## src/rtl/pht_maint_ctrl.sv

```systemverilog
// pht_maint_ctrl
// Maintenance controller for the global-history PHT (2^GHR_LENGTH entries of
// 2-bit saturating counters in an external RAM with one synchronous-read port
// and one write port). It owns the only write port. It clears the table after
// reset and on flush. It turns MEM-stage training requests into a two-stage
// read-modify-write with forwarding.
//
// Ports:
//   clk, rst        single clock; asynchronous active-low reset
//   flush_req       one-cycle request to re-clear the whole table
//   upd_valid/index/taken   training request from MEM
//   upd_ready       request accepted this cycle
//   upd_dropped     upd_valid & ~upd_ready
//   pht_raddr       RAM read address (data returns on pht_rdata next cycle)
//   pht_rdata       RAM read data
//   pht_we/waddr/wdata      RAM write port
//   pht_ready       table contents valid for prediction
//
// state    | meaning
// ---------+-----------------------------------------------------------------
// ST_SWEEP | writing INIT_STATE to every index, one per cycle, counter 0..max
// ST_RUN   | table valid; training requests accepted and written one cycle later

module pht_maint_ctrl #(
   parameter int         GHR_LENGTH = 8,
   parameter logic [1:0] INIT_STATE = 2'b11
) (
   input  logic                  clk,
   input  logic                  rst,
   input  logic                  flush_req,
   input  logic                  upd_valid,
   input  logic [GHR_LENGTH-1:0] upd_index,
   input  logic                  upd_taken,
   output logic                  upd_ready,
   output logic                  upd_dropped,
   output logic [GHR_LENGTH-1:0] pht_raddr,
   input  logic [1:0]            pht_rdata,
   output logic                  pht_we,
   output logic [GHR_LENGTH-1:0] pht_waddr,
   output logic [1:0]            pht_wdata,
   output logic                  pht_ready
);

   localparam logic [GHR_LENGTH-1:0] LAST_IDX = '1;

   typedef enum logic {ST_SWEEP, ST_RUN} state_t;

   state_t                  state;
   logic [GHR_LENGTH-1:0]   sweep_cnt;
   logic                    s1_valid;
   logic [GHR_LENGTH-1:0]   s1_index;
   logic                    s1_taken;
   logic                    lw_valid;
   logic [GHR_LENGTH-1:0]   lw_index;
   logic [1:0]              lw_data;

   logic                    in_run;
   logic                    sweep_wr;
   logic                    train_wr;
   logic                    accept;
   logic [1:0]              old_val;
   logic [1:0]              next_val;

   // Encoding: 00 SNT, 01 WNT, 11 WT, 10 ST (Gray-ordered).
   function automatic logic [1:0] sat_next(input logic [1:0] old, input logic taken);
      logic [1:0] res;
      res = old;
      case (old)
         2'b00:   res = taken ? 2'b01 : 2'b00;
         2'b01:   res = taken ? 2'b11 : 2'b00;
         2'b11:   res = taken ? 2'b10 : 2'b01;
         2'b10:   res = taken ? 2'b10 : 2'b11;
         default: res = old;
      endcase
      return res;
   endfunction

   assign in_run = (state == ST_RUN);

   // A flush seen in RUN starts the sweep in the same cycle, writing index 0
   // in place of any pending training write. sweep_cnt is held at 0 in RUN.
   // The rst term keeps the write port quiet while reset is held.
   assign sweep_wr = rst & ((state == ST_SWEEP) | (in_run & flush_req));
   assign train_wr = in_run & ~flush_req & s1_valid;

   assign upd_ready   = in_run & ~flush_req;
   assign upd_dropped = upd_valid & ~upd_ready;
   assign accept      = upd_valid & upd_ready;

   // The RAM read issued in S0 cannot see a write committed on the same edge,
   // so the most recent training write is forwarded for one cycle.
   assign old_val  = (lw_valid && (lw_index == s1_index)) ? lw_data : pht_rdata;
   assign next_val = sat_next(old_val, s1_taken);

   assign pht_raddr = in_run ? upd_index : '0;
   assign pht_we    = sweep_wr | train_wr;
   assign pht_waddr = sweep_wr ? sweep_cnt  : (train_wr ? s1_index : '0);
   assign pht_wdata = sweep_wr ? INIT_STATE : (train_wr ? next_val : 2'b00);
   assign pht_ready = in_run;

   always_ff @(posedge clk or negedge rst) begin
      if (!rst) begin
         state     <= ST_SWEEP;
         sweep_cnt <= '0;
         s1_valid  <= 1'b0;
         s1_index  <= '0;
         s1_taken  <= 1'b0;
         lw_valid  <= 1'b0;
         lw_index  <= '0;
         lw_data   <= 2'b00;
      end else begin
         s1_valid <= accept;
         if (accept) begin
            s1_index <= upd_index;
            s1_taken <= upd_taken;
         end

         lw_valid <= train_wr;
         if (train_wr) begin
            lw_index <= s1_index;
            lw_data  <= next_val;
         end

         case (state)
            ST_SWEEP: begin
               if (flush_req) begin
                  sweep_cnt <= '0;
               end else if (sweep_cnt == LAST_IDX) begin
                  sweep_cnt <= '0;
                  state     <= ST_RUN;
               end else begin
                  sweep_cnt <= sweep_cnt + 1'b1;
               end
            end
            ST_RUN: begin
               if (flush_req) begin
                  sweep_cnt <= '0;
                  state     <= ST_SWEEP;
               end
            end
            default: begin
               state     <= ST_SWEEP;
               sweep_cnt <= '0;
            end
         endcase
      end
   end

endmodule

```

## config.mk

```make
export PLATFORM = sky130hd
export DESIGN_NAME = pht_maint_ctrl
export DESIGN_NICKNAME = d
export VERILOG_FILES = /design/src/rtl/pht_maint_ctrl.sv
export SDC_FILE = /design/constraint.sdc
export NUM_CORES = 1
export LEC_CHECK = 0
export CORE_MARGIN = 5
export CORE_UTILIZATION = 45
export CTS_BUF_LIST = sky130_fd_sc_hd__clkbuf_4 sky130_fd_sc_hd__clkbuf_8
export DETAILED_ROUTE_END_ITERATION = 16
export PLACE_DENSITY = 0.84
export SYNTH_ARGS = -nofsm -noshare
export SYNTH_HDL_FRONTEND = slang
export SYNTH_SLANG_ARGS = --single-unit
```

## constraint.sdc

```tcl
create_clock -name clk -period 1.75 [get_ports clk]
set_clock_uncertainty 0.15 [all_clocks]
set_input_delay 0.35 -clock clk [delete_from_list [all_inputs] [get_ports clk]]
set_output_delay 0.35 -clock clk [all_outputs]
set_load 0.01 [all_outputs]
```

# == Word level (Yosys, flattened, before mapping) ==
# Cells that the tools add are included.
# word_totals
ff_bits,30
latchBits,0
ramBits,0
mem_bits_ro,0
input_bits,15
out_inout_bits,22
wordCells,47
memories,0
# op_classes
n_addsub,1
multipliers,0
div,0
n_lt_le_gt_ge,0
eq_ne,6
shift,0
n_mux,19
bitwise_logic,11
n_reduce_logical,2
# ops
op,count
8-bit two-way mux,6
8-bit case mux with 2 select lines,1
2-bit two-way mux,5
"8-bit by 1-bit adder with 8-bit output, second input constant",1
8-bit == test,1
"8-bit == test, second input constant",1
2-bit case mux with 4 select lines,1
1-bit AND,6
1-bit two-way mux,5
"2-bit == test, second input constant",2
1-bit inverter,3
"2-bit by 1-bit == test with 1-bit output, second input constant",1
2-bit zero test,1
"2-bit != test, second input constant",1
1-bit bitwise OR,2
1-bit case mux with 2 select lines,1
1-bit logical AND,1

# == Logic depth before layout (Yosys ltp) ==
# depth
word_depth,7
depth_mapped,6
depth_no_buf,6

# == Least setup slack after synthesis ==
# No wires, ideal clock.
# synth_timing
path_type,register to output
start,register s1_index[2]
end,output pht_wdata[1]
arrival_time_ns,1.390
t_required_ns,1.250
slack_ns,-0.140
path_stages_with_launch,6
n_path_buf,0
cell_sequence,dfrtp_1 -> xnor2_1 -> nand3_1 -> nor3_2 -> mux2_2 -> o21ai_1
# synth_between
elab_chain_len,7
elab_cells_between_ends,10
cone_classes,eq/ne: 4; mux: 4; reduce/logical: 2
# synth_rtl
item,line,text
"start, declared",51,logic [GHR_LENGTH-1:0] s1_index;
"start signal, assigned",114,s1_index <= upd_index;
8-bit == test *,92,assign old_val = (lw_valid && (lw_index == s1_index)) ? lw_data : pht_rdata;
1-bit logical AND *,92,
2-bit two-way mux *,92,
2-bit == test (tied with other cells),68,case (old)
2-bit case mux with 4 select lines *,68,
2-bit two-way mux * (2 in series),98,assign pht_wdata = sweep_wr ? INIT_STATE : (train_wr ? next_val : 2'b00);
"end, declared",40,"output logic [1:0] pht_wdata,"
# Every way passes the cells marked *; elsewhere a longest branch is shown, timed or not.

# == Worst setup path after layout ==
# layout_timing
start,register lw_index[6]
end,output pht_wdata[1]
# layout_between
elab_chain_len,7
elab_cells_between_ends,10
cone_classes,eq/ne: 4; mux: 4; reduce/logical: 2
# layout_rtl
item,line,text
"start, declared",54,logic [GHR_LENGTH-1:0] lw_index;
"start signal, assigned",120,lw_index <= s1_index;
8-bit == test *,92,
1-bit logical AND *,92,
2-bit two-way mux *,92,
2-bit == test (tied with other cells),68,
2-bit case mux with 4 select lines *,68,
2-bit two-way mux * (2 in series),98,
# Marks and branches as above.

==> results.py <==
metrics = {
    "clock_network": {
        "cts.htree.levels": 2,
        "root_buffer": "clkbuf_4",
        "clock_sinks": 30,
        "cts_buffer_depth": 2,
        "cts_buffers": 5,
        "cts_tree": "yes",
        "holdBufCountCts": 0,
        "clk_pin_slew_ns": 0.10,
        "clk_latency_ns": 0.35,
    },
    "global_routing": {
        "gr-usage-met1": 0.2258,
        "grt_max_degree": 31,
        "grt_usage": 0.1957,
        "grt_antenna_before_repair": 0,
        "grt-busiest-layer": "met2",
        "grt_pass1_wl_um": 6727,
        "use_met2": 0.3552,
        "grt_pass1_vias": 1500,
        "grt_remaining_overflow": 0,
        "grt_util_met3": 0.04598,
    },
    "synthesis": {
        "synth_top_area_share": 0.4882,
        "syn_inst": 162,
        "ys.flop_type": "dfrtp_1",
        "synth_area_per_cell_um2": 9.492,
        "yosys-top-cells-area": "dfrtp_1 (49%), nand2_1 (11%), mux2_1 (6.6%), xnor2_1 (6.3%), and2_1 (4.5%)",
        "yosysSeqAreaShare": 0.4882,
        "synth_commonest_cells": "nand2_1 (46), dfrtp_1 (30), and2_1 (11), xnor2_1 (11)",
        "yosysWarnings": 0,
        "synthArstFlopShare": 1.000,
        "synth_area_um2": 1538,
        "synth_top_area_cell": "dfrtp_1",
        "synth_edf_count": 0,
        "syn-num-nets": 178,
        "synth.distinct_cells": 27,
        "yosysMostFrequentCell": "nand2_1",
        "ys_ff_latch": 30,
    },
    "final_layout": {
        "drive_gt1_frac": 0.4722,
        "antenna_cells_inserted": 0,
        "area_growth_pct": 72.50,
        "multi_input_area_um2": 912.1,
        "seq_area_um2": 752.0,
        "fin_nets": 267,
        "fillers": 191,
    },
    "critical_path": {
        "crit_path_start": "lw_index[6]$_DFFE_PN0P_",
        "required_ns": 1.25,
        "cp_top_family": "simple AND/OR/NAND/NOR gates",
        "path_class": "register to output port",
        "cpPeakStageDelay_ns": 0.41,
        "rr_startpoint": "lw_index[6]$_DFFE_PN0P_",
        "end_kind": "output port",
        "crit_chain": "xnor2_1 > nand4_1 > nor3_2 > mux2_4 > o21ai_2 > buf_2",
        "critPathMaxFanout": 2,
        "worstPathArrival_ns": 1.97,
        "start_kind": "register",
        "slowest_stage": "dfrtp_1",
        "cp_num_buf_inv": 1,
    },
    "power": {
        "intPower_mw": 1.030,
        "comb_power_share": 0.141,
        "p_clk_frac": 0.330,
        "seqPwrFrac": 0.529,
        "leakage_nw": 1.431,
        "peakVddDrop_mv": 0.5462,
        "switching_power_mw": 0.3555,
        "p_per_area_nw_per_um2": 522.3,
        "p_total_mw": 1.386,
        "switching_share": 0.2566,
    },
    "sta": {
        "fmax_mhz": 404.4,
        "hold_viol_final": 0,
        "rsz0062_at_grt": "yes",
        "final_max_slew_viol_count": 0,
        "relSlewSlack": 0.7396,
        "fin_crit_ns": 2.473,
        "setup_violations": 20,
        "setup_ws_ns": -0.7230,
        "worst_pin_slew_ns": 0.3905,
        "post-route-period-util": 1.413,
    },
    "run": {
        "max_cap_viol_count": 0,
    },
    "route": {
        "postRouteAntennaNets": 0,
        "first_iter_violations": 101,
        "wl_per_cell_um": 16.19,
        "vias": 1514,
        "drc": 0,
        "via_per_inst": 5.081,
        "dr.pass1.iters": 4,
        "drt_wl_total_um": 4824,
    },
    "die": {
        "dieArea_um2": 4686,
        "core_um2": 3311,
        "rows": 21,
        "start_util": 0.4645,
        "fp.dieH_um": 68.46,
        "ios": 37,
        "dieWidth_um": 68.46,
    },
    "worst_hold_path": {
        "min_path_type": "input pin to register",
        "hp-start": "flush_req",
    },
    "run_status": {
        "status": "finished with violations",
        "violations": "setup timing",
    },
    "placement": {
        "gp_congestion": 0.7939,
        "hpwl_um": 2664,
        "portBuffers": 36,
        "pre_cts_ws_ns": -1.015,
    },
}
state kept, by name, indices dropped and copies added (netlist names):
name       count
lw_index       8
sweep_cnt      8
s1_taken       1
lw_valid       1
pht_ready      1
s1_index       8
lw_data        2
s1_valid       1
layout by cell type, fill, tap and decap left out, drive strengths merged, types with 2 or more instances in the layout:
master	instances
nor3b	2
mux2i	3
dfrtp	30
clkdlybuf4s50	13
o21ai	9
and3	4
nand2	48
xnor2	11
clkbuf	7
nand3	4
nand2b	5
and2	11
mux2	10
buf	71
inv	3
nor2	7
nor2b	5
area by class of cell:
cell class,instances,share of cell area
clock buffer,7,0.02217
clock inverter,1,0.001887
inverter,2,0.005660
multi-input combinational,126,0.3439
sequential,30,0.2835
tap,46,0.02170
timing repair buffer,85,0.3170
timing repair inverter,1,0.004245
power by group through the flow:
stage          sequential, mW  combinational [mW]  clock [mW]
5_1_grt                 0.735               0.214       0.495
3_3_place_gp            0.741               0.160           0
6_report                0.733               0.196       0.457
3_5_place_dp            0.742               0.162           0
2_1_floorplan           0.740              0.0583           0
4_1_cts                 0.729               0.163       0.452
worst min-delay path, cell delays in order:
cell	delay (ns)
dlygate4sd2_1	0.26
buf_4	0.16
nor2_1	0.05
final timing paths:
check,to,slack [ns],cells after the start
max in group asynchronous,sweep_cnt[0]$_DFFE_PN0N_,0.66,3
worst min register to register,lw_index[0]$_DFFE_PN0P_,0.37,2
worst max-delay path,pht_wdata[1],-0.72,6
worst max register to register,lw_data[1]$_DFFE_PN0P_,0.03,5
min in group asynchronous,lw_index[4]$_DFFE_PN0P_,0.48,3
worst min-delay path,sweep_cnt[4]$_DFFE_PN0N_,0.35,3
logic make-up (layout without fill, tap and decap cells):
family / count (synthesis) / count (layout) / synth area share
compound gates: 12 / 12 / 0.04475
mux: 13 / 13 / 0.09276
flops: 30 / 30 / 0.4882
buf+inv: 6 / 96 / 0.01871
xor+xnor: 12 / 12 / 0.06835
simple gates: 88 / 88 / 0.2791
fa+ha+maj: 1 / 1 / 0.008135
layer usage:
metal	part of all wire	up-vias
li1	-	707
met1	0.41	746
met2	0.52	50
met3	0.052	11
met4	0.018	0
met5	0	-
through the flow:
| stage | instances | hold slack [ns] | util | setup TNS, ns | instance area, um2 |
|---|---|---|---|---|---|
| detailed placement | 261 | 0.3365 | 0.6330 | -18.95 | 2096 |
| floorplan | 162 | -0.09559 | - | -0.1048 | 1541 |
| global route | 298 | 0.3649 | 0.8012 | -6.903 | 2653 |
| global placement | 261 | 0.3303 | 0.6330 | -17.41 | 2096 |
| finish | 298 | 0.3492 | 0.8012 | -5.470 | 2653 |
| CTS | 283 | 0.3514 | 0.6882 | -4.811 | 2278 |
timing repair:
action | in CTS | in global routing
pin swaps | 15 | 17
gates cloned | 2 | 0
setup buffers | 13 | 20
setup endpoints to repair | 31 | 25
gates resized for setup | 124 | 62
(Power assumes the default switching activity.)
